`src/rtl/spi_tx_engine.sv`:
```
// SPI transmit serializer: FIFO-fed, 4..DW bit frames, MSB/LSB first, optional trailing CRC frame.
// Optional feature macro: SPI_TX_CRC_EN builds the CRC register, CRC state and crc_en path.
module spi_tx_engine #(
    parameter int DW         = 32,
    parameter int FIFO_DEPTH = 4,
    parameter int CNT_W      = 13
) (
    input  logic                          sclk_tx,
    input  logic                          spi_tx_rstn,
    input  logic                          wr_valid,
    input  logic [DW-1:0]                 wr_data,
    output logic                          wr_ready,
    input  logic [$clog2(DW)-1:0]         fsize,
    input  logic                          lsbf,
    input  logic                          rxonly,
    input  logic                          crc_en,
    input  logic [CNT_W-1:0]              tx_num,
    input  logic [DW-1:0]                 crc_poly,
    output logic                          shift_out,
    output logic                          tx_busy,
    output logic                          frame_start,
    output logic                          underrun,
    output logic                          tx_done,
    output logic [$clog2(FIFO_DEPTH):0]   fifo_level,
    output logic [DW-1:0]                 crc_out
);

    localparam int FS_W = $clog2(DW);
    localparam int AW   = $clog2(FIFO_DEPTH);
    localparam int LW   = AW + 1;

    typedef enum logic [1:0] {
        S_IDLE = 2'd0,
        S_DATA = 2'd1,
        S_CRC  = 2'd2
    } state_t;

    // Places bits [fs:0] of d into the LSBs in transmit order; bits above fs are dropped.
    function automatic logic [DW-1:0] order_bits(input logic [DW-1:0] d,
                                                 input logic [FS_W-1:0] fs,
                                                 input logic lsb);
        logic [DW-1:0] r;
        r = '0;
        for (int i = 0; i < DW; i++) begin
            if (i <= int'(fs))
                r[FS_W'(i)] = lsb ? d[FS_W'(i)] : d[FS_W'(int'(fs) - i)];
        end
        return r;
    endfunction

    state_t            state;
    state_t            state_next;
    logic [DW-1:0]     shifter;
    logic [FS_W-1:0]   bit_cnt;
    logic [FS_W-1:0]   fsize_l;
    logic              lsbf_l;
    logic [CNT_W-1:0]  frame_cnt;
    logic [DW-1:0]     crc;
    logic [DW-1:0]     crc_next;
    logic              crc_en_eff;

    logic [DW-1:0]     fifo_mem [FIFO_DEPTH];
    logic [AW-1:0]     rd_ptr;
    logic [AW-1:0]     wr_ptr;
    logic [LW-1:0]     count;
    logic              full;
    logic              empty;
    logic              push;
    logic              pop;
    logic [DW-1:0]     head;

    logic              load_data;
    logic              load_crc;
    logic              done_set;
    logic              under_set;
    logic              frame_last;
    logic              xfer_end;
    logic [CNT_W-1:0]  tx_num_eff;
    logic [CNT_W:0]    cnt_inc;
    logic [DW-1:0]     load_vec;

    // ------------------------------------------------------------------ FIFO
    assign full  = (count == LW'(FIFO_DEPTH));
    assign empty = (count == '0);
    assign push  = wr_valid & wr_ready;
    assign head  = fifo_mem[rd_ptr];

    // NOTE: storage has no reset; an entry is only read after count marks it written.
    always_ff @(posedge sclk_tx) begin
        if (push)
            fifo_mem[wr_ptr] <= wr_data;
    end

    // NOTE: non-blocking assignments so every register samples pre-edge values.
    always_ff @(posedge sclk_tx or negedge spi_tx_rstn) begin
        if (!spi_tx_rstn) begin
            rd_ptr <= '0;
            wr_ptr <= '0;
            count  <= '0;
        end else if (rxonly) begin
            rd_ptr <= '0;
            wr_ptr <= '0;
            count  <= '0;
        end else begin
            if (push) wr_ptr <= wr_ptr + AW'(1);
            if (pop)  rd_ptr <= rd_ptr + AW'(1);
            count <= count + LW'(push) - LW'(pop);
        end
    end

    // ------------------------------------------------------------------ CRC
`ifdef SPI_TX_CRC_EN
    function automatic logic [DW-1:0] crc_step(input logic [DW-1:0] c,
                                               input logic b,
                                               input logic [FS_W-1:0] fs,
                                               input logic [DW-1:0] poly);
        logic [DW-1:0] m;
        logic [DW-1:0] r;
        logic          fb;
        m = '0;
        for (int i = 0; i < DW; i++) begin
            if (i <= int'(fs)) m[FS_W'(i)] = 1'b1;
        end
        fb = c[fs] ^ b;
        r  = (c << 1) & m;
        if (fb) r = r ^ (poly & m);
        return r;
    endfunction

    assign crc_en_eff = crc_en;
    assign crc_next   = crc_step(crc, shift_out, fsize_l, crc_poly);

    // The bit on shift_out during a DATA cycle is folded in at the edge that retires it.
    always_ff @(posedge sclk_tx or negedge spi_tx_rstn) begin
        if (!spi_tx_rstn)
            crc <= '0;
        else if (rxonly || !crc_en)
            crc <= '0;
        else if (state == S_DATA)
            crc <= crc_next;
        else if (state == S_CRC && frame_last)
            crc <= '0;
    end
`else
    logic unused_crc_inputs;
    assign unused_crc_inputs = ^{crc_en, crc_poly};
    assign crc_en_eff        = 1'b0;
    assign crc_next          = '0;
    assign crc               = '0;
`endif

    // ------------------------------------------------------------------ FSM
    assign tx_num_eff = (tx_num == '0) ? CNT_W'(1) : tx_num;
    assign cnt_inc    = {1'b0, frame_cnt} + (CNT_W+1)'(1);
    assign xfer_end   = (cnt_inc >= {1'b0, tx_num_eff});
    assign frame_last = (bit_cnt == fsize_l);

    always_ff @(posedge sclk_tx or negedge spi_tx_rstn) begin
        if (!spi_tx_rstn)
            state <= S_IDLE;
        else
            state <= state_next;
    end

    // NOTE: every comb output gets a default first, so no path can infer a latch.
    always_comb begin
        state_next = state;
        pop        = 1'b0;
        load_data  = 1'b0;
        load_crc   = 1'b0;
        done_set   = 1'b0;
        under_set  = 1'b0;
        if (rxonly) begin
            state_next = S_IDLE;
        end else begin
            case (state)
                S_IDLE: begin
                    if (!empty) begin
                        pop        = 1'b1;
                        load_data  = 1'b1;
                        state_next = S_DATA;
                    end
                end
                S_DATA: begin
                    if (frame_last) begin
                        if (xfer_end && crc_en_eff) begin
                            load_crc   = 1'b1;
                            state_next = S_CRC;
                        end else begin
                            done_set = xfer_end;
                            if (!empty) begin
                                pop        = 1'b1;
                                load_data  = 1'b1;
                                state_next = S_DATA;
                            end else begin
                                under_set  = !xfer_end;
                                state_next = S_IDLE;
                            end
                        end
                    end
                end
                S_CRC: begin
                    if (frame_last) begin
                        done_set = 1'b1;
                        if (!empty) begin
                            pop        = 1'b1;
                            load_data  = 1'b1;
                            state_next = S_DATA;
                        end else begin
                            state_next = S_IDLE;
                        end
                    end
                end
                default: state_next = S_IDLE;
            endcase
        end
    end

    always_comb begin
        tx_busy    = (state != S_IDLE);
        wr_ready   = !full && !rxonly;
        fifo_level = count;
        crc_out    = crc;
    end

    // ------------------------------------------------------------------ datapath
    assign load_vec = load_crc ? order_bits(crc_next, fsize_l, lsbf_l)
                               : order_bits(head, fsize, lsbf);

    always_ff @(posedge sclk_tx or negedge spi_tx_rstn) begin
        if (!spi_tx_rstn) begin
            shifter     <= '0;
            bit_cnt     <= '0;
            fsize_l     <= '0;
            lsbf_l      <= 1'b0;
            frame_cnt   <= '0;
            shift_out   <= 1'b0;
            frame_start <= 1'b0;
            tx_done     <= 1'b0;
            underrun    <= 1'b0;
        end else if (rxonly) begin
            shifter     <= '0;
            bit_cnt     <= '0;
            frame_cnt   <= '0;
            shift_out   <= 1'b0;
            frame_start <= 1'b0;
            tx_done     <= 1'b0;
            underrun    <= 1'b0;
        end else begin
            frame_start <= load_data | load_crc;
            tx_done     <= done_set;
            underrun    <= under_set;

            // First bit goes straight to the pin on the load edge, so frames abut.
            if (load_data || load_crc) begin
                shifter   <= load_vec >> 1;
                shift_out <= load_vec[0];
                bit_cnt   <= '0;
            end else if (state_next == S_IDLE) begin
                shifter   <= '0;
                shift_out <= 1'b0;
                bit_cnt   <= '0;
            end else begin
                shifter   <= shifter >> 1;
                shift_out <= shifter[0];
                bit_cnt   <= bit_cnt + FS_W'(1);
            end

            if (load_data) begin
                fsize_l <= fsize;
                lsbf_l  <= lsbf;
            end

            if (state == S_DATA && frame_last)
                frame_cnt <= (xfer_end && !crc_en_eff) ? '0 : cnt_inc[CNT_W-1:0];
            else if (state == S_CRC && frame_last)
                frame_cnt <= '0;
        end
    end

endmodule

```
`config.mk`:
```
export PLATFORM = sky130hd
export DESIGN_NAME = spi_tx_engine
export DESIGN_NICKNAME = d
export VERILOG_FILES = /design/src/rtl/spi_tx_engine.sv
export SDC_FILE = /design/constraint.sdc
export NUM_CORES = 1
export LEC_CHECK = 0
export BUFFER_PORTS_ARGS = -buffer_cell sky130_fd_sc_hd__buf_2
export CAP_MARGIN = 25
export CORE_MARGIN = 8
export CORE_UTILIZATION = 45
export CTS_CLUSTER_DIAMETER = 30
export DETAILED_ROUTE_END_ITERATION = 10
export GPL_TIMING_DRIVEN = 1
export PLACE_DENSITY = 0.64
export RECOVER_POWER = 100
export SLEW_MARGIN = 20
export SYNTH_ARGS = -nofsm -noshare
export SYNTH_HDL_FRONTEND = slang
export SYNTH_SLANG_ARGS = --single-unit
```
`constraint.sdc`:
```
create_clock -name sclk_tx -period 10.05 [get_ports sclk_tx]
set_input_delay 2.01 -clock sclk_tx [delete_from_list [all_inputs] [get_ports sclk_tx]]
set_output_delay 2.01 -clock sclk_tx [all_outputs]
set_load 0.1 [all_outputs]
```
==> impl_metrics.toml <==
[min_path]
holdPathStages = 1
min_to = "shifter[11]$_DFF_PN0_"
hold_path.class = "reg2reg"
worstHoldStart = "shifter[12]$_DFF_PN0_"

[floorplan]
die_area_mm2 = 0.0317
core_mm2 = 0.0259
die_h_um = 178
rows = 59
die_w_um = 178
ios = 129
initial_core_util_pct = 45.6

[grt]
first_global_vias = 7769
grtUsageMet2_pct = 28.4
grt_use_met1_pct = 23.8
grt_use_total_pct = 17.6
busiest_layer = "met2"
grt_max_degree = 68
grtUsageMet3_pct = 3.43
grt_pass1_wl_um = 43300
antenna_found_initial = 0
grt-ovfl-total = 0

[timing]
slew_violations = 222
hold_viol = 0
final.setup.tns_ns = 0
period_minus_slack_ns = 7.49
skew_ns = 0.0229
tightest_slew_ns = 3.00
setup_viol = 0
rsz0062_at_grt = "false"
holdWs_ns = 0.463
fin_crit_sh_pct = 74.5
finalWorstSetupSlack_ns = 2.56
max_slew_margin_pct = -100
max_freq_ghz = 0.134

[drt]
drtIter0Drc = 623
via_per_inst = 6.03
drt_wl_total_um = 27700
firstDrtPassIters = 7
vias = 7931
ant_nets = 0
routedWlPerCell_um = 21.1
drc = 0

[logic_synthesis]
syn_inst = 924
synth.yosys.warnings = 0
ys_seq_area_share_pct = 43.4
synth_edf_count = 128
ys_seq_elements = 179
yosys.cell_types.count = 61
avgSynthCellArea_um2 = 12.8
synthArstFlopShare_pct = 28.5
synth_area_mm2 = 0.0118
ys.flop_type = "edfxtp_1"

[cts]
cts_made_buffers = 17
clk_latency_ns = 0.44
cts_resized = 0
cts_setup_buffers = 0
clockBufferDepth = 2
postCtsHoldBufs = 0
cts.sinks = 179
cts_root_buffer = "clkbuf_16"
cts_tree = "built"
path_clk_slew_ns = 0.08
h-tree-depth = 4

[run_status]
violations = "max-capacitance violations, max-slew violations"
outcome = "complete, but fails checks"

[critical_path]
worst-setup-path-type = "in2reg"
r2r_start = "state[0]$_DFF_PN0_"
arrival_ns = 7.80
cp-start-kind = "primary input"
r2r_slack_ns = 6.09
worstPathRequired_ns = 10.36
r2r-end = "fifo_level[2]$_DFF_PN0_"
end_kind = "register"
r2r_cells = 15
critPathMaxFanout = 54

[finish]
final_cell_mix = "edfxtp_1, mux4_2, nand2_1"
area_growth_pct = 8.40
drive_above_1_share_pct = 19.9
stdcell_count = 1315
diodes = 0
layout_commonest_cell = "edfxtp_1"
nNetsFinal = 1097

[power_and_ir_drop]
leakage_nw = 4.71
peakVddDrop_v = 0.000102
power.density_mw_per_mm2 = 206

[placed_design]
placement.io_buffers = 63
place.gp.congestion = 0.852
place_ws_ns = 4.07
dp_cells = 1282
hpwl_um = 19400

[run]
drv_cap = 6
how the worst max path moves through the flow:
| stage | from | endpoint | slack [ns] | cells past startpoint |
|---|---|---|---|---|
| 2_1_floorplan | rxonly | wr_ready | 4.46 | 1 |
| 5_1_grt | fsize[0] | shifter[2]$_DFF_PN0_ | 2.25 | 11 |
| 6_report | fsize[0] | shifter[2]$_DFF_PN0_ | 2.56 | 11 |
| 4_1_cts | fsize[1] | shifter[2]$_DFF_PN0_ | 4.53 | 10 |
| 3_5_place_dp | fsize[1] | shifter[2]$_DFF_PN0_ | 4.07 | 10 |
| 3_3_place_gp | fsize[1] | shifter[2]$_DFF_PN0_ | 4.12 | 10 |
registers in the layout, summed over array words and instances (netlist names):
register	flops
frame_cnt	13
fifo_mem	128
state	2
shifter	15
bit_cnt	5
fifo_level	3
shift_out	1
fsize_l	5
underrun	1
rd_ptr	2
wr_ptr	2
frame_start	1
tx_done	1
stage by stage:
step	power, W	utilization [%]	instance area, um^2
after detailed placement	0.00201	47.4	12300
final	0.00264	49.4	12800
after global placement	0.00200	47.4	12300
after global routing	0.00278	49.4	12800
after floorplan	0.00178	-	11900
after CTS	0.00266	49.6	12900
area by class of cell:
class | count | area, um^2
sequential | 179 | 5130
tap | 335 | 419
fill | 2299 | 13100
timing repair buffer | 75 | 343
clock inverter | 15 | 143
multi-input combinational | 655 | 6200
clock buffer | 17 | 425
inverter | 39 | 146
synthesized netlist by cell type, drive strengths merged (13+ instances only):
cell type,count,area [um^2]
a21oi,35,175
a22o,13,114
a31oi,13,81.3
buf,58,375
clkbuf,24,90.1
dfrtp,51,1280
edfxtp,128,3840
ha,41,513
inv,37,139
mux2,40,450
mux2i,43,430
mux4,100,2250
nand2,57,214
nand3,21,105
nor2,44,165
o21ai,25,125
xnor2,34,298
xor2,13,114
logic make-up after synthesis:
group	synth area share, %
AOI/OAI and AO/OA	9.18
xor gates and xnor gates	3.49
DFF	43.4
and+or+nand+nor	7.72
muxes	26.5
buffers and inverters	5.18
adders and majority gates	4.51
other	0.0318
critical path, cell delays in order:
cell and delay (ns):
buf_2 0.07, clkbuf_1 1.42, inv_1 0.94, ha_1 0.77
buf_4 0.66, mux4_2 0.41, mux2_1 0.32, mux4_2 0.51
o211ai_1 0.20, o211ai_1 0.18, a22o_1 0.25
power by group:
| part | switching, W | internal, W | leakage (nW) |
|---|---|---|---|
| Clock | 0.000313 | 0.000329 | 0.276 |
| Combinational | 0.000611 | 0.000453 | 2.58 |
| Sequential | 0.0000635 | 0.000869 | 1.85 |
| Total | 0.000988 | 0.00165 | 4.71 |
layer usage:
metal / share of wire (%) / wire length, um
met1: 43 / 12000
met2: 48 / 13300
met3: 6.9 / 1920
met4: 1.6 / 443
met5: 0 / 0
No activity file was read; power rests on OpenSTA's default activity.
